==> config.mk <==
export PLATFORM = sky130hd
export DESIGN_NAME = wb_stage
export DESIGN_NICKNAME = d
export VERILOG_FILES = /design/src/rtl/wb_stage_pkg.sv /design/src/rtl/wb_trace_fifo.sv /design/src/rtl/wb_stage.sv
export SDC_FILE = /design/constraint.sdc
export NUM_CORES = 1
export LEC_CHECK = 0
export CORE_ASPECT_RATIO = 0.5
export CORE_UTILIZATION = 41
export CTS_CLUSTER_SIZE = 24
export DETAILED_ROUTE_END_ITERATION = 12
export HOLD_SLACK_MARGIN = 0.06
export PLACE_DENSITY_LB_ADDON = 0.08
export SYNTH_ARGS = -nofsm -noshare
export SYNTH_HDL_FRONTEND = slang
export SYNTH_SLANG_ARGS = --single-unit
==> constraint.sdc <==
create_clock -name clk -period 1.97 [get_ports clk]
set_clock_uncertainty 0.05 [all_clocks]
set_input_delay 0.4925 -clock clk [delete_from_list [all_inputs] [get_ports clk]]
set_output_delay 0.4925 -clock clk [all_outputs]
set_load 0.1 [all_outputs]
==> src/rtl/wb_stage_pkg.sv <==
// Shared bus widths, field offsets and record layouts for the write-back stage.
// The memory-to-write-back bus and the commit trace record are both 73 bits wide.
package wb_stage_pkg;

    localparam int unsigned MS_TO_WS_BUS_WD   = 73;
    localparam int unsigned WS_FORWARD_BUS_WD = 41;
    localparam int unsigned TRACE_REC_WD      = 73;

    localparam int unsigned BUS_PC_LSB     = 0;
    localparam int unsigned BUS_RESULT_LSB = 32;
    localparam int unsigned BUS_DEST_LSB   = 64;
    localparam int unsigned BUS_GR_WE_LSB  = 69;

    localparam int unsigned FWD_RESULT_LSB = 0;
    localparam int unsigned FWD_DEST_LSB   = 32;
    localparam int unsigned FWD_VALID_LSB  = 37;

    typedef struct packed {
        logic [3:0]  gr_we;
        logic [4:0]  dest;
        logic [31:0] result;
        logic [31:0] pc;
    } ms_to_ws_t;

    typedef struct packed {
        logic [3:0]  fwd_valid;
        logic [4:0]  dest;
        logic [31:0] result;
    } ws_forward_t;

    typedef struct packed {
        logic [31:0] pc;
        logic [3:0]  wen;
        logic [4:0]  dest;
        logic [31:0] result;
    } trace_rec_t;

    function automatic trace_rec_t make_trace(input ms_to_ws_t b);
        trace_rec_t r;
        r.pc     = b.pc;
        r.wen    = b.gr_we;
        r.dest   = b.dest;
        r.result = b.result;
        return r;
    endfunction

endpackage

==> src/rtl/wb_trace_fifo.sv <==
// Commit-trace FIFO: read/write pointers plus an occupancy count.
// Depth must be a power of two so the pointers wrap naturally.
module wb_trace_fifo #(
    parameter int unsigned Depth = 4,
    parameter int unsigned Width = 73
) (
    input  logic             clk,
    input  logic             reset,
    input  logic             push,
    input  logic [Width-1:0] push_data,
    input  logic             pop,
    output logic [Width-1:0] head_data,
    output logic             empty,
    output logic             full
);

    localparam int unsigned AW = (Depth > 1) ? $clog2(Depth) : 1;
    localparam int unsigned CW = $clog2(Depth + 1);

    logic [Width-1:0] mem_q [Depth];
    logic [AW-1:0]    wptr_q, rptr_q;
    logic [CW-1:0]    count_q, count_d;
    logic             do_push, do_pop;

    assign empty   = (count_q == '0);
    assign full    = (count_q == CW'(Depth));
    assign do_pop  = pop & ~empty;
    // A push into a full FIFO is legal only alongside a pop.
    assign do_push = push & (~full | do_pop);

    always_comb begin
        count_d = count_q;
        unique case ({do_push, do_pop})
            2'b10:   count_d = count_q + CW'(1);
            2'b01:   count_d = count_q - CW'(1);
            default: count_d = count_q;
        endcase
    end

    always_ff @(posedge clk or negedge reset) begin
        if (!reset) begin
            wptr_q  <= '0;
            rptr_q  <= '0;
            count_q <= '0;
        end else begin
            count_q <= count_d;
            if (do_push) wptr_q <= wptr_q + AW'(1);
            if (do_pop)  rptr_q <= rptr_q + AW'(1);
        end
    end

    always_ff @(posedge clk) begin
        if (do_push) mem_q[wptr_q] <= push_data;
    end

    // Present zeros while empty so the trace outputs are quiet after reset.
    assign head_data = empty ? '0 : mem_q[rptr_q];

endmodule

==> src/rtl/wb_stage.sv <==
// Write-back pipeline stage: register-file write, forwarding, retire counter, commit trace.
// Define WB_TRACE_FIFO_EN to route the commit trace through a backpressuring FIFO.
module wb_stage
    import wb_stage_pkg::*;
#(
    parameter int unsigned TRACE_DEPTH = 4,
    parameter int unsigned CNT_W       = 32
) (
    input  logic                         clk,
    input  logic                         reset,
    input  logic                         ms_to_ws_valid,
    input  logic [MS_TO_WS_BUS_WD-1:0]   ms_to_ws_bus,
    output logic                         ws_allowin,
    output logic [3:0]                   rf_we,
    output logic [4:0]                   rf_waddr,
    output logic [31:0]                  rf_wdata,
    output logic [WS_FORWARD_BUS_WD-1:0] ws_forward_bus,
    output logic [31:0]                  debug_wb_pc,
    output logic [3:0]                   debug_wb_rf_wen,
    output logic [4:0]                   debug_wb_rf_wnum,
    output logic [31:0]                  debug_wb_rf_wdata,
    output logic                         trace_valid,
    input  logic                         trace_ready,
    output logic [CNT_W-1:0]             retired_cnt
);

    logic             ws_valid_q;
    ms_to_ws_t        ws_bus_q;
    logic             ws_ready_go;
    logic             retire;
    logic [CNT_W-1:0] retired_cnt_q;
    ws_forward_t      fwd;
    trace_rec_t       commit_rec;

    assign ws_allowin = ~ws_valid_q | ws_ready_go;
    assign retire     = ws_valid_q & ws_ready_go;

    always_ff @(posedge clk or negedge reset) begin
        if (!reset) begin
            ws_valid_q <= 1'b0;
            ws_bus_q   <= '0;
        end else begin
            if (ws_allowin) ws_valid_q <= ms_to_ws_valid;
            if (ms_to_ws_valid && ws_allowin) ws_bus_q <= ms_to_ws_t'(ms_to_ws_bus);
        end
    end

    always_ff @(posedge clk or negedge reset) begin
        if (!reset) begin
            retired_cnt_q <= '0;
        end else if (retire) begin
            retired_cnt_q <= retired_cnt_q + CNT_W'(1);
        end
    end

    assign retired_cnt = retired_cnt_q;

    assign rf_we    = {4{retire}} & ws_bus_q.gr_we;
    assign rf_waddr = ws_bus_q.dest;
    assign rf_wdata = ws_bus_q.result;

    // The result is final here, so forward even while the stage is stalled.
    always_comb begin
        fwd           = '0;
        fwd.fwd_valid = {4{ws_valid_q}} & ws_bus_q.gr_we;
        fwd.dest      = ws_bus_q.dest;
        fwd.result    = ws_bus_q.result;
    end

    assign ws_forward_bus = fwd;
    assign commit_rec     = make_trace(ws_bus_q);

`ifdef WB_TRACE_FIFO_EN
    logic [TRACE_REC_WD-1:0] head_raw;
    trace_rec_t              head_rec;
    logic                    fifo_empty, fifo_full, trace_pop;

    assign trace_valid = ~fifo_empty;
    assign trace_pop   = trace_valid & trace_ready;
    assign ws_ready_go = ~fifo_full | trace_pop;

    wb_trace_fifo #(
        .Depth (TRACE_DEPTH),
        .Width (TRACE_REC_WD)
    ) u_trace_fifo (
        .clk       (clk),
        .reset     (reset),
        .push      (retire),
        .push_data (commit_rec),
        .pop       (trace_pop),
        .head_data (head_raw),
        .empty     (fifo_empty),
        .full      (fifo_full)
    );

    assign head_rec          = trace_rec_t'(head_raw);
    assign debug_wb_pc       = head_rec.pc;
    assign debug_wb_rf_wen   = head_rec.wen;
    assign debug_wb_rf_wnum  = head_rec.dest;
    assign debug_wb_rf_wdata = head_rec.result;
`else
    localparam int unsigned unused_trace_depth = TRACE_DEPTH;
    logic unused_trace_ready;

    assign unused_trace_ready = trace_ready;
    assign ws_ready_go        = 1'b1;
    assign trace_valid        = ws_valid_q;
    assign debug_wb_pc        = commit_rec.pc;
    assign debug_wb_rf_wen    = rf_we;
    assign debug_wb_rf_wnum   = rf_waddr;
    assign debug_wb_rf_wdata  = rf_wdata;
`endif

endmodule

Word-level counts from Yosys, hierarchy flattened
Cells that the tools add are included.
{ "word_totals": {"ff_bits": 106, "input_bits": 77, "elab_cells": 8, "output_inout_bits": 189} }
{ "classes": {"bitwise": 1, "n_addsub": 1} }
{ "ops": {"columns": ["operator", "count"], "rows": [
  ["32-bit by 1-bit adder with 32-bit output (second input constant)", 1],
  ["4-bit AND", 1]
]} }

Logic depth before layout (Yosys ltp)
{ "depth": {"depth_word": 1, "ltp_mapped": 6, "ltp_nobuf": 5} }

Worst setup path before layout
Ideal clock, no wire load.
{ "synth_path": {"kind": "reg-to-output", "start": "reg ws_valid_q (netlist: trace_valid)", "end": "out rf_we[2]", "path_buffers": 2, "path_slack_ps": -1036, "required_ps": 1427, "path_stages_with_launch": 4, "arrival_time_ps": 2463, "cell_sequence": "dfrtp_1 buf_2 and2_1 buf_4"} }
{ "synth_between": {"elab_chain_cells": 1} }
{ "synth_lines": {"columns": ["element", "line_no", "rtl"], "rows": [
  ["start, declared", "wb_stage.sv:27", "logic ws_valid_q;"],
  ["start signal, assigned", "wb_stage.sv:43", "if (ws_allowin) ws_valid_q <= ms_to_ws_valid;"],
  ["4-bit AND", "wb_stage.sv:58", "assign rf_we = {4{retire}} & ws_bus_q.gr_we;"],
  ["end, declared", "wb_stage.sv:14", "output logic [3:0] rf_we,"]
]} }
Every way passes these cells.

Worst setup path in the final report
{ "layout_path": {"start": "reg retired_cnt_q[7] (netlist: retired_cnt[7])", "end": "reg retired_cnt_q[30] (netlist: retired_cnt[30])"} }
{ "layout_between": {"elab_chain_cells": 1} }
{ "layout_lines": {"columns": ["element", "line_no", "rtl"], "rows": [
  ["start, declared", "wb_stage.sv:31", "logic [CNT_W-1:0] retired_cnt_q;"],
  ["start signal, assigned", "wb_stage.sv:52", "retired_cnt_q <= retired_cnt_q + CNT_W'(1);"],
  ["32-bit by 1-bit adder with 32-bit output", "wb_stage.sv:52", null]
]} }
Every way passes these cells.
A chain may end at the register's enable or synchronous reset.

==> impl_metrics.env <==
export IMPL_finalPower_mw=9.82
export IMPL_cts_made_buffers=9
export IMPL_rows=29
export IMPL_maxCapViolCount=0
export IMPL_grtUsageTotal=0.184
export IMPL_hpwl_um=9630
export IMPL_start_util=0.421
export IMPL_drive_above_1_share=0.589
export IMPL_rsz0062_at_grt="false"
export IMPL_grt_pass1_wl_um=18700
export IMPL_synth_top_area_frac=0.496
export IMPL_cts_sinks=106
export IMPL_grt_max_degree=41
export IMPL_wl_um=12000
export IMPL_ys_ff_latch=106
export IMPL_hold_ws_ns=0.458
export IMPL_ys_top_cells_by_count="buf_4 (152), dfrtp_1 (106), mux2_2 (74)"
export IMPL_syn_area_mm2=0.00534
export IMPL_diodes=0
export IMPL_vias=3326
export IMPL_ys_seq_area_frac=0.496
export IMPL_min_period_ns=1.84
export IMPL_dp_cells=719
export IMPL_synth_ff_type="dfrtp_1"
export IMPL_status="completed"
export IMPL_vdd_drop_max_mv=0.611
export IMPL_hold_viol=0
export IMPL_viasPerCell=4.53
export IMPL_drtIter0Drc=109
export IMPL_postSynthCellCount=436
export IMPL_syn_area_per_cell_um2=12.3
export IMPL_final_core_util=0.744
export IMPL_first_pass_iters=4
export IMPL_place_gp_congestion=0.739
export IMPL_area_growth_pct=76.8
export IMPL_yosysUniqueCellTypes=26
export IMPL_cts_clk_slew_worst_paths_ns=0.07
export IMPL_finalCritPeriodShare=0.936
export IMPL_setup_viol=0
export IMPL_port_buffer_count=263
export IMPL_clockBufferDepth=2
export IMPL_io_pins=266
export IMPL_crit_type="reg2reg"
export IMPL_antenna_found_initial=0
export IMPL_final_cells=735
export IMPL_grt_overflow=0
export IMPL_synth_edf_count=0
export IMPL_finalNetCount=639
export IMPL_crit_arrival_ns=2.06
export IMPL_crit_path_start_kind="flop"
export IMPL_yosysWarnings=0
export IMPL_yosysTopAreaCell="dfrtp_1"
export IMPL_core_area_mm2=0.0127
export IMPL_path_max_fanout=8
export IMPL_h_tree_depth=3
export IMPL_hp_class="reg2reg"
export IMPL_die_y_um=82.7
export IMPL_die_area_mm2=0.0135
export IMPL_max_freq_mhz=542
export IMPL_cts_tree="built"
export IMPL_p_leak_nw=4.13
export IMPL_die_w_um=163
export IMPL_critPathCaptureType="flop"
export IMPL_grt_pass1_vias=3471
export IMPL_place_area_mm2=0.00914
export IMPL_yosysMostFrequentCell="buf_4"
export IMPL_tns_ns=0
export IMPL_yosys_top_cells_area="dfrtp_1 (50%), buf_4 (21%), mux2_2 (16%), xor2_1 (3.6%), xnor2_1 (1.5%)"
export IMPL_wl_per_cell_um=16.4
export IMPL_power_density_mw_per_mm2=1040
export IMPL_layout_setup_ws_ns=0.126
export IMPL_drc=0
export IMPL_root_buffer="clkbuf_16"
export IMPL_clk_latency_ns=0.34
export IMPL_postRouteAntennaNets=0
export IMPL_slew_viol_final=0
export IMPL_post_cts_resized=0
export IMPL_postLayoutCellArea_mm2=0.00944
export IMPL_place_worst_setup_slack_ns=0.121
export IMPL_cp_required_ns=2.19
export IMPL_synth_async_reset_ratio=1.00
export IMPL_synth_net_count=514
[report_power, final]
group,switching [mW],total [mW],internal [mW]
Combinational,3.27,5.10,1.83
Clock,0.796,1.82,1.02
Sequential,0.464,2.90,2.43
[sequential cells by signal, indices dropped and copies added, names as in the netlist]
register / flops
debug_wb_rf_wnum: 5
debug_wb_rf_wdata: 32
trace_valid: 1
debug_wb_pc: 32
commit_rec: 4
retired_cnt: 32
[layout make-up]
cell class | instances | area, µm²
repair buffers | 276 | 4660
fillers | 795 | 3260
multi-input cells | 165 | 1540
clock inverters | 4 | 52.6
clock buffers | 11 | 243
inverters | 3 | 11.3
flip-flops and latches | 106 | 2720
well taps | 170 | 213
[routing by layer]
layer  routed length [µm]  GRT usage
met2                 6500      0.347
met3                 1000     0.0729
met5                    0          0
met4                   42     0.0308
met1                 4500      0.202
[what timing repair did]
item	in CTS	in global routing
endpoints found under the hold margin	24	0
setup buffers	0	0
hold buffers	1	0
[layout by cell type (no fill, tap or decap)]
cell type,synthesis,routed
nand3_2,0,1
dfrtp_2,0,12
bufinv_16,0,1
dlygate4sd3_1,0,1
inv_1,3,3
nand4_4,1,3
and3_1,5,5
nand3_1,8,7
nor3_2,4,5
mux2_2,74,74
xnor2_1,9,9
and4_1,1,1
and2_4,0,4
nor2_1,8,8
clkdlybuf4s50_1,0,73
conb_1,1,1
xor2_1,22,22
or4_4,1,1
nor4_4,1,1
ha_4,0,1
nor4_1,3,3
clkbuf_16,0,9
clkinv_2,0,1
nor3_1,5,4
nand4_1,5,5
clkbuf_8,0,1
or4_1,1,1
clkinv_4,0,1
buf_12,0,192
inv_6,0,1
buf_4,152,10
nand2_1,9,9
dfrtp_1,106,79
dfrtp_4,0,15
clkbuf_1,8,1
[logic make-up (layout without fill, tap and decap cells)]
| kind of cell | after synthesis | after routing | share of synthesized area |
|---|---|---|---|
| buffers and inverters | 165 | 294 | 0.224 |
| muxes | 74 | 74 | 0.156 |
| DFF | 106 | 106 | 0.496 |
| adders and majority gates | 1 | 1 | 0.00234 |
| other | 1 | 1 | 0.000702 |
| xor gates and xnor gates | 31 | 31 | 0.0508 |
| and+or+nand+nor | 58 | 58 | 0.0693 |
[worst max-delay path, cell delays in order, from the launching register on]
cell	delay, ns
dfrtp_4	0.47
nand4_4	0.14
or4_1	0.56
buf_4	0.19
nor3_2	0.19
xor2_1	0.16
[final timing paths]
kind                                 start               to  slack [ns]  cells after the start
min                        retired_cnt[25]  retired_cnt[25]        0.46                      1
min in group asynchronous            reset   retired_cnt[7]        0.59                      2
max in group asynchronous            reset      trace_valid        0.70                      3
min reg2reg                retired_cnt[25]  retired_cnt[25]        0.46                      1
max reg2reg                 retired_cnt[7]  retired_cnt[30]        0.13                      5
max                         retired_cnt[7]  retired_cnt[30]        0.13                      5
Note: power is estimated with default switching activity, not from simulation.
